File: config.mk
export PLATFORM = sky130hd
export DESIGN_NAME = keypad_scanner
export DESIGN_NICKNAME = d
export VERILOG_FILES = /design/src/rtl/keypad_scanner.sv
export SDC_FILE = /design/constraint.sdc
export NUM_CORES = 1
export LEC_CHECK = 0
export CAP_MARGIN = 15
export CORE_MARGIN = 4
export CORE_UTILIZATION = 45
export CTS_BUF_LIST = sky130_fd_sc_hd__clkbuf_8
export DETAILED_ROUTE_END_ITERATION = 10
export HOLD_SLACK_MARGIN = 0.1
export PLACE_DENSITY = 0.64
export RECOVER_POWER = 100
export SYNTH_ARGS = -nofsm -noshare
export SYNTH_HDL_FRONTEND = slang
export SYNTH_SLANG_ARGS = --single-unit
File: constraint.sdc
create_clock -name clk -period 3.25 [get_ports clk]
set_clock_uncertainty 0.15 [all_clocks]
set_input_delay 0.325 -clock clk [delete_from_list [all_inputs] [get_ports clk]]
set_output_delay 0.325 -clock clk [all_outputs]
set_load 0.01 [all_outputs]
File: src/rtl/keypad_scanner.sv
// Matrix keypad scanner: walks one-hot column drive, debounces press and release,
// reports one key code per accepted press with optional auto-repeat.
// Latency: rows pass a 2-flop synchronizer; key_valid/multi_key are registered pulses.
module keypad_scanner #(
  parameter int ROWS         = 4,
  parameter int COLS         = 4,
  parameter int SCAN_DIV     = 27,
  parameter int DB_CYCLES    = 270000,
  parameter int REPEAT_EN    = 0,
  parameter int REPEAT_DELAY = 13500000,
  parameter int REPEAT_RATE  = 2700000
) (
  input  logic                          clk,
  input  logic                          reset,
  input  logic [ROWS-1:0]               rows_raw,
  output logic [COLS-1:0]               col_drive,
  output logic [$clog2(ROWS*COLS)-1:0]  key_code,
  output logic                          key_valid,
  output logic                          key_held,
  output logic                          multi_key
);

  localparam int CW      = $clog2(COLS);
  localparam int RW      = $clog2(ROWS);
  localparam int KW      = $clog2(ROWS*COLS);
  localparam int DIV_W   = $clog2(SCAN_DIV + 1);
  localparam int DB_W    = $clog2(DB_CYCLES + 1);
  localparam int REP_MAX = (REPEAT_DELAY > REPEAT_RATE) ? REPEAT_DELAY : REPEAT_RATE;
  localparam int REP_W   = $clog2(REP_MAX + 1);

  localparam logic [CW-1:0]    COL_LAST  = CW'(COLS - 1);
  localparam logic [DIV_W-1:0] DIV_LAST  = DIV_W'(SCAN_DIV - 1);
  localparam logic [DB_W-1:0]  DB_LAST   = DB_W'(DB_CYCLES - 1);
  localparam logic [REP_W-1:0] REP_FIRST = REP_W'(REPEAT_DELAY - 1);
  localparam logic [REP_W-1:0] REP_NEXT  = REP_W'(REPEAT_RATE - 1);

  typedef enum logic [1:0] {SCAN, DEBOUNCE, HELD, RELEASE} state_t;

  state_t            state, state_n;
  logic [ROWS-1:0]   rows_m, rows_s;
  logic [ROWS-1:0]   rows_lat, rows_lat_n;
  logic [CW-1:0]     col_idx, col_idx_n, next_col;
  logic [DIV_W-1:0]  div_cnt, div_n;
  logic [DB_W-1:0]   db_cnt, db_n;
  logic [REP_W-1:0]  rep_cnt, rep_n, rep_tgt;
  logic              rep_first, rep_first_n;
  logic              single, single_n;
  logic [KW-1:0]     code_n, new_code;
  logic              valid_n, held_n, multi_n;
  logic [RW-1:0]     row_idx;
  logic              rep_active;

  // Two-flop synchronizer for the asynchronous row lines
  always_ff @(posedge clk) begin
    if (reset) begin
      rows_m <= '0;
      rows_s <= '0;
    end else begin
      rows_m <= rows_raw;
      rows_s <= rows_m;
    end
  end

  assign col_drive  = COLS'(1) << col_idx;
  assign next_col   = (col_idx == COL_LAST) ? '0 : col_idx + 1'b1;
  assign rep_tgt    = rep_first ? REP_FIRST : REP_NEXT;
  assign rep_active = (REPEAT_EN != 0) && single;

  // Encode the latched one-hot row vector and form row*COLS+col
  always_comb begin
    row_idx = '0;
    for (int i = 0; i < ROWS; i++) begin
      if (rows_lat[i]) row_idx = RW'(i);
    end
    new_code = KW'((32'(row_idx) * COLS) + 32'(col_idx));
  end

  // Next-state and output logic
  always_comb begin
    state_n     = state;
    col_idx_n   = col_idx;
    div_n       = div_cnt;
    db_n        = db_cnt;
    rep_n       = rep_cnt;
    rep_first_n = rep_first;
    single_n    = single;
    rows_lat_n  = rows_lat;
    code_n      = key_code;
    held_n      = key_held;
    valid_n     = 1'b0;
    multi_n     = 1'b0;
    case (state)
      SCAN: begin
        if (div_cnt == DIV_LAST) begin
          div_n = '0;
          if (rows_s != '0) begin
            rows_lat_n = rows_s;
            db_n       = '0;
            state_n    = DEBOUNCE;
          end else begin
            col_idx_n = next_col;
          end
        end else begin
          div_n = div_cnt + 1'b1;
        end
      end
      DEBOUNCE: begin
        if (rows_s != rows_lat) begin
          state_n   = SCAN;
          col_idx_n = next_col;
          div_n     = '0;
        end else if (db_cnt == DB_LAST) begin
          state_n     = HELD;
          held_n      = 1'b1;
          db_n        = '0;
          rep_n       = '0;
          rep_first_n = 1'b1;
          if ($countones(rows_lat) == 1) begin
            single_n = 1'b1;
            valid_n  = 1'b1;
            code_n   = new_code;
          end else begin
            single_n = 1'b0;
            multi_n  = 1'b1;
          end
        end else begin
          db_n = db_cnt + 1'b1;
        end
      end
      HELD: begin
        if (rows_s == '0) begin
          state_n = RELEASE;
          db_n    = '0;
          if (rep_active && rep_cnt != rep_tgt) rep_n = rep_cnt + 1'b1;
        end else if (rep_active) begin
          if (rep_cnt == rep_tgt) begin
            valid_n     = 1'b1;
            rep_n       = '0;
            rep_first_n = 1'b0;
          end else begin
            rep_n = rep_cnt + 1'b1;
          end
        end
      end
      RELEASE: begin
        // Repeat timer keeps running but saturates; it only fires from HELD
        if (rep_active && rep_cnt != rep_tgt) rep_n = rep_cnt + 1'b1;
        if (rows_s != '0) begin
          state_n = HELD;
        end else if (db_cnt == DB_LAST) begin
          state_n   = SCAN;
          held_n    = 1'b0;
          col_idx_n = next_col;
          div_n     = '0;
        end else begin
          db_n = db_cnt + 1'b1;
        end
      end
      default: state_n = SCAN;
    endcase
  end

  // State, counters and registered outputs
  always_ff @(posedge clk) begin
    if (reset) begin
      state     <= SCAN;
      col_idx   <= '0;
      div_cnt   <= '0;
      db_cnt    <= '0;
      rep_cnt   <= '0;
      rep_first <= 1'b0;
      single    <= 1'b0;
      rows_lat  <= '0;
      key_code  <= '0;
      key_valid <= 1'b0;
      key_held  <= 1'b0;
      multi_key <= 1'b0;
    end else begin
      state     <= state_n;
      col_idx   <= col_idx_n;
      div_cnt   <= div_n;
      db_cnt    <= db_n;
      rep_cnt   <= rep_n;
      rep_first <= rep_first_n;
      single    <= single_n;
      rows_lat  <= rows_lat_n;
      key_code  <= code_n;
      key_valid <= valid_n;
      key_held  <= held_n;
      multi_key <= multi_n;
    end
  end

endmodule

==> flow_summary.json <==
{
  "synth_top_cells_by_area": "dfxtp_1 (36%), ha_1 (6.7%), o31ai_1 (3.7%), or4_1 (3.7%), a21oi_1 (3.7%)",
  "cts_repair_resize_count": 0,
  "diodes_inserted": 0,
  "clock_power_share_pct": 35.6,
  "timing.hold.ws_ns": 0.290,
  "vias_in_the_first_global_route": 2028,
  "synth_top_area_share_pct": 36.1,
  "areaGrowthSynthToFinish_pct": 10.9,
  "number_of_placed_cells_counting_well_taps": 362,
  "final_core_utilization_pct": 51.8,
  "p_total_mw": 1.23,
  "worst_slew_pin_slew_ns": 0.879,
  "drv_cap": 0,
  "total_area_of_multi_input_combinational_cells_mm2": 0.00148,
  "first_pass_grt_wire_length_um": 9320,
  "cp.required_ns": 3.28,
  "detail_route.first_pass.iterations": 4,
  "finalNonFillerCells": 370,
  "num-nets-final": 318,
  "layout.cells.most_common": "dfxtp_1",
  "seq_power_share_pct": 50.3,
  "floorplan.die.width_um": 84.1,
  "clk_path_buf_depth": 2,
  "power.net_switching_mw": 0.313,
  "wire_per_inst_um": 13.9,
  "unrepaired_setup_endpoints_after_global_routing": "false",
  "post_cts_buffers": 0,
  "proportion_of_power_drawn_by_combinational_gates_pct": 14.1,
  "layout.cells.most_common_list": "dfxtp_1 (47), a21oi_1 (20), inv_1 (16), nor2_1 (15)",
  "rows": 27,
  "drt_drc_violations_left": 0,
  "cts_tree": "built",
  "yosysWarningCount": 0,
  "synth_async_sr_flop_share_pct": 0,
  "power_report.internal_total_mw": 0.914,
  "numCtsBuffers": 5,
  "slew_headroom_pct": 41.4,
  "worst-setup-path-type": "flop to flop",
  "placement.io_buffers": 16,
  "outcome": "completed",
  "area_after_dpl_mm2": 0.00279,
  "cts.clk_slew.worst_paths_ns": 0.08,
  "nFillCells": 554,
  "cts.htree.levels": 2,
  "core_area_mm2": 0.00557,
  "syn-mean-instance-area_um2": 9.20,
  "via_per_inst": 5.70,
  "final-seq-area_um2": 941,
  "synth-edff-count": 0,
  "synth_flop_type": "dfxtp_1",
  "clock_sink_count": 47,
  "post-route-cell-area_mm2": 0.00289,
  "power_density_mw_per_mm2": 425,
  "syn_inst": 283,
  "drtAntennaViolNets": 0,
  "globalRoute.totalOverflow": 0,
  "netlist.top_cell.by_area": "dfxtp_1",
  "routed_wirelength_um": 5160,
  "globalplace.congestion": 0.785,
  "leakage_nw": 1.07,
  "top_level_ports": 17,
  "post_syn_area_mm2": 0.00260,
  "cts_hold_repair.buffers": 0,
  "grt_max_degree": 39,
  "type_of_element_capturing_the_critical_path": "flop",
  "synth_seq_area_share_pct": 36.1,
  "grt_antenna_before_repair": 0,
  "worst-endpoint-arrival_ns": 2.75,
  "drv_slew": 0,
  "detailroute.via_count": 2109,
  "yosys_register_bits": 47,
  "fmax_mhz": 368,
  "design.die.area_mm2": 0.00707,
  "peakVddDrop_uv": 183,
  "synth.net_count": 304,
  "sw_frac_of_total_pct": 25.5,
  "initial_core_util_pct": 46.7,
  "final-setup-viol-count": 0,
  "worstPathMaxFanout": 12,
  "clk_latency_ns": 0.29,
  "pre_cts_ws_ns": 0.704,
  "grtUsageTotal_pct": 15.7,
  "detailedRoute.firstIterationViolations": 135,
  "cp_launch_type": "flop",
  "place.detailed.hpwl_um": 3760,
  "drive_gt1_share_pct": 11.7,
  "ctsRootBufferMaster": "clkbuf_8",
  "finalCriticalPeriod_ns": 2.72,
  "timing.setup.tns_ns": 0,
  "die_height_um": 84.1,
  "finalCritPeriodShare_pct": 83.6,
  "number_of_distinct_standard_cells_referenced_by_the_synthesized_netlist": 61,
  "hold_violation_count_in_the_final_report": 0,
  "postLayoutSetupSlackWorst_ns": 0.534,
  "hp-class": "flop to flop"
}
## area by class of cell
type	count	area share [%]
multi-input cells	205	51.3
flip-flops and latches	47	32.6
repair buffers	22	6.89
well taps	72	3.12
clock buffers	6	2.86
inverters	16	2.08
clock inverters	2	1.21
## synthesized netlist by cell type, drive strengths merged, types with 5 or more instances
cell,n
nor2b,10
ha,14
nand2,11
o31ai,15
inv,16
nand3,14
or4,15
o21ai,10
dfxtp,47
buf,9
a21oi,24
nor2,15
clkbuf,6
nor3,11
nand4,5
## cell families after synthesis
family | synth area share (%)
and+or+nand+nor | 24.3
adders and majority gates | 7.49
AOI/OAI and AO/OA | 22.0
DFF | 36.1
xor gates and xnor gates | 1.34
buffers and inverters | 6.39
muxes | 2.40
## critical path, stage by stage, from the launching register on
cell and delay (ns):
dfxtp_1 0.37, or4_1 0.58, nor3_1 0.38, a21boi_0 0.24, o31ai_4 0.57, buf_4 0.26
a21oi_1 0.05
## final timing paths
| check | slack [ns] | to | cells past startpoint | from |
|---|---|---|---|---|
| max | 0.53 | db_cnt[8]$_SDFFE_PP0P_ | 6 | db_cnt[4]$_SDFFE_PP0P_ |
| min | 0.29 | rows_s[2]$_SDFF_PP0_ | 1 | rows_m[2]$_SDFF_PP0_ |
| max reg2reg | 0.53 | db_cnt[8]$_SDFFE_PP0P_ | 6 | db_cnt[4]$_SDFFE_PP0P_ |
| min reg2reg | 0.29 | rows_s[2]$_SDFF_PP0_ | 1 | rows_m[2]$_SDFF_PP0_ |
## power by group through the flow
stage / combinational (mW) / sequential, mW / clock (mW)
floorplan: 0.137 / 0.625 / 0
global placement: 0.175 / 0.631 / 0
detailed placement: 0.177 / 0.631 / 0
CTS: 0.178 / 0.617 / 0.452
global route: 0.197 / 0.621 / 0.475
finish: 0.173 / 0.617 / 0.437
## routing by layer
metal	track usage, %	routed length, µm	vias up	part of all wire (%)
met2	25.3	2330	31	45
met5	0	0	-	0
met3	3.65	183	10	3.5
met4	5.12	74	0	1.4
met1	20.7	2570	984	50
li1	-	-	1084	-
## flip-flops by register name, indices dropped and copies added, names as in the netlist
signal,cells
col_idx,2
rows_s,4
div_cnt,5
key_code,4
rows_lat,4
key_held,1
rows_m,4
multi_key,1
db_cnt,19
state,2
key_valid,1
No activity file was read; power rests on OpenSTA's default activity.
==> edit 1, RTL diff (same flow settings) <==
Add an input register stage for `rows_raw`, without a reset; this delays it by one clock.
--- a/src/rtl/keypad_scanner.sv
+++ b/src/rtl/keypad_scanner.sv
@@ -36,6 +36,12 @@
 
   typedef enum logic [1:0] {SCAN, DEBOUNCE, HELD, RELEASE} state_t;
 
+  logic [ROWS-1:0] rows_raw_q;
+
+  always_ff @(posedge clk) begin
+    rows_raw_q <= rows_raw;
+  end
+
   state_t            state, state_n;
   logic [ROWS-1:0]   rows_m, rows_s;
   logic [ROWS-1:0]   rows_lat, rows_lat_n;
@@ -56,7 +62,7 @@
       rows_m <= '0;
       rows_s <= '0;
     end else begin
-      rows_m <= rows_raw;
+      rows_m <= rows_raw_q;
       rows_s <= rows_m;
     end
   end
Behaviour: same outputs for any inputs over 10 cycles, from zero or initial values and one cycle with reset high; that may be too few to reach the edited logic, so the function may still have changed.
==> edit 1 against the unedited design <==
  * Area after synthesis down 5.1%
  * Worst setup slack got worse by 130 ps
  * Hold slack better by 4.4 ps
  * Largest cell class unchanged
  * Sequential cell count increased by 4
  * Final area shrank 3.6%
  * Count of clock-buffer cells in the layout down 1
  * Via count decreased by 15%
  * Wire length decreased by 16%
Power is not compared: it rests on default switching activity, and its combinational part moved more than twofold at a synthesized area within 25%.
==> edit 1: results <==
place:
  placed_area_mm2: 0.002673
  dp_cells: 339
  gp_congestion: 0.8318
pwr:
  power_uw: 1191
routing:
  wl_met1_um: 2204
  met2_length_um: 1945
  via_per_inst: 5.147
  wl_met3_um: 137
  wl_per_cell_um: 12.49
synth:
  synth_area_leaders: "dfxtp_1, xnor2_1, nor2_1"
  synth_xor_area_share_pct: 7.794
  synth_compound_area_share_pct: 7.642
  yosys_register_bits: 51
  synth_cell_types: 47
  netlist_instances: 263
timing:
  slew-limit-headroom_pct: 32.44
cells_and_area:
  multi_input_area_share_pct: 47.64
  multi_input_comb_cells: 189
  buffers: 18
  layout.nets: 292
  fill_cells: 498
worst_setup_path:
  startpoint: "db_cnt[0]"
  worstPathMaxFanout: 9
run_status:
  outcome: "finished clean"
grt:
  grt_pass1_vias: 1757
  grt_max_degree: 23
  grt_use_met3_pct: 3.362
-- edit 1: changes by cell type after synthesis, sizes merged, moves of 7 or more --
cell   change
or4       -13
nor2      +21
a21oi     -16
xnor2     +19
nor4       +7
o31ai     -15
-- edit 1: path summary, 6_finish.rpt --
kind | to | slack, ps | depth (start not counted)
setup / recovery | div_cnt[3] | 410 | 7
hold / removal | rows_s[0] | 290 | 1
hold reg to reg | rows_s[0] | 290 | 1
setup reg to reg | div_cnt[3] | 410 | 7
-- edit 1: cells by family (layout without fill, tap and decap cells) --
kind of cell | after synthesis | in the layout
fa+ha+maj | 10 | 10
compound gates | 26 | 26
mux | 9 | 9
xor+xnor | 22 | 22
buf+inv | 23 | 37
flops | 51 | 51
simple gates | 122 | 122
-- edit 1: critical path, cell delays in order (launching register included) --
cell	delay, ps
dfxtp_1	400
ha_1	200
and4_1	350
nor4b_1	520
nand3_2	220
a2bb2oi_1	270
or4_1	520
a21oi_1	140
==> edit 2, RTL diff (same flow settings) <==
Made on the original files. `REPEAT_EN`: 0 -> 1.
--- a/src/rtl/keypad_scanner.sv
+++ b/src/rtl/keypad_scanner.sv
@@ -6,7 +6,7 @@
   parameter int COLS         = 4,
   parameter int SCAN_DIV     = 27,
   parameter int DB_CYCLES    = 270000,
-  parameter int REPEAT_EN    = 0,
+  parameter int REPEAT_EN    = 1,
   parameter int REPEAT_DELAY = 13500000,
   parameter int REPEAT_RATE  = 2700000
 ) (
Check against the original RTL: same outputs for any inputs over 10 cycles, from zero or initial values and one cycle with reset high; that may be too few to reach the edited logic, so the function may still have changed.
==> edit 2 against the unedited design <==
  * Area after synthesis is 45% higher
  * Count of clock-buffer cells in the layout is 3 higher
  * Worst setup slack worse by 300 ps
  * Wire length is 68% higher
  * Synthesized cell count is 54% higher
  * Sequential cell count is 26 higher
  * Sequential power is 52% higher
  * Power is 61% higher
  * Hold slack better by 2.9 ps
  * Combinational power is 18% higher
  * Cell count is 53% higher
  * Global-route usage is 2.8 points higher
  * Final area is 49% higher
==> edit 2: results <==
grt:
  grt_use_met1_pct: 23.94
  grt_max_degree: 30
  met2_usage_pct: 29.86
  grt_use_met3_pct: 4.418
  grt_first_pass_wirelength_um: 15110
  grt_use_total_pct: 18.55
  antenna_found_initial: 0
  grt_pass1_vias: 3234
synth:
  synth_nets: 458
  synth_compound_area_share_pct: 20.19
  synth_area_leaders: "dfxtp_1, a21oi_1, ha_1"
  synth_xor_area_share_pct: 2.780
  yosys.area_share.adder_pct: 5.493
  synth_cell_types: 52
  yosys-top-cells-count: "dfxtp_1, a21oi_1, nor2_1"
  yosysWarningCount: 0
  ys_seq_area_share_pct: 38.65
  synth_flop_cell: "dfxtp_1"
  muxShareOfSynthArea_pct: 2.383
  netlist_instances: 436
clocking:
  cts_inserted_buffers: 9
  htree_levels: 3
  clockBufferDepth: 2
  post_cts_buffers: 0
  clkTransAtPathRegs_ps: 80
  cts_resized: 0
  clk_latency_ps: 350
worst_setup_path:
  worstReg2RegEnd: "rep_cnt[22]"
  slowest_delay_ps: 530
  r2r-start: "db_cnt[8]"
  arrival_ps: 3140
  worstPathMaxFanout: 14
  slowest_stage: "or4b_1"
  r2r_setup_slack_ps: 240
cells_and_area:
  drive_gt1_share_pct: 7.158
  diodes: 0
  top_regs: "rep_cnt: 24 flops, db_cnt: 19 flops, div_cnt: 5 flops"
  fill_cells: 790
  layout.nets: 478
worst_hold_path:
  holdPathEnd: "rows_s[0]"
  min_from: "rows_m[0]"
  worstHoldPathType: "reg2reg"
timing:
  slew-limit-headroom_pct: 16.11
routing:
  wl_um: 8686
  num_vias: 3378
  drtIter0Drc: 105
  first_pass_iters: 4
  wl_per_cell_um: 15.35
place:
  dpl.hpwl_um: 6188
  portBuffers: 16
  placed_area_mm2: 0.004085
  pre_cts_ws_ps: 264.5
  gp_congestion: 0.8509
  dp_cells: 550
job:
  maxCapViolCount: 0
pwr:
  power_leakage_uw: 0.001524
  ir_drop_mv: 0.4469
run_status:
  outcome: "finished clean"
==> edit 2: cell families (layout without fill, tap and decap cells) <==
group,count (synthesis),in the layout
adders and majority gates,16,16
and+or+nand+nor,175,175
DFF,73,73
xor gates and xnor gates,12,12
muxes,9,9
AOI/OAI and AO/OA,115,115
buffers and inverters,36,61
==> edit 2: area by class of cell <==
cell class              instances  area share [%]
multi-input cells             327           50.65
flip-flops and latches         73           33.92
repair buffers                 27           5.344
well taps                     105           3.050
clock buffers                   9           2.875
clock inverters                 7           2.585
inverters                      18           1.568
==> edit 2: worst reg2reg max path: stages (launching register included) <==
cell and delay, ps:
dfxtp_1 370, or4b_1 530, or4_4 460, o31a_1 310, or3_4 450, or4_1 520, a21oi_1 160
==> edit 2: where the power goes <==
part / leakage [µW] / switching (µW) / internal [µW]
logic: 0.000808 / 128 / 77.7
registers: 0.000590 / 20.3 / 917
clock network: 0.000126 / 332 / 505
==> edit 2: worst max path at each step <==
| stage | depth (start not counted) | startpoint | slack (ps) | end |
|---|---|---|---|---|
| after floorplan | 7 | db_cnt[8] | 330 | rep_cnt[18] |
| after global placement | 6 | db_cnt[8] | 310 | rep_cnt[17] |
| after detailed placement | 6 | db_cnt[8] | 260 | rep_cnt[22] |
| after CTS | 6 | db_cnt[8] | 240 | rep_cnt[22] |
| after global routing | 6 | db_cnt[8] | 80 | rep_cnt[22] |
| final | 6 | db_cnt[8] | 240 | rep_cnt[22] |
==> edit 2: stage by stage <==
stage / utilization (%) / hold WS (ps)
2_1_floorplan: - / 263.8
3_3_place_gp: 49.97 / 265.7
3_5_place_dp: 49.97 / 279.7
4_1_cts: 52.85 / 299.8
5_1_grt: 52.69 / 306.9
6_report: 52.69 / 292.5
==> edit 2: per-layer routing <==
layer | routed length (µm) | part of all wire, %
met1 | 4094 | 47
met2 | 4155 | 48
met3 | 254 | 2.9
met4 | 182 | 2.1
met5 | 0 | 0
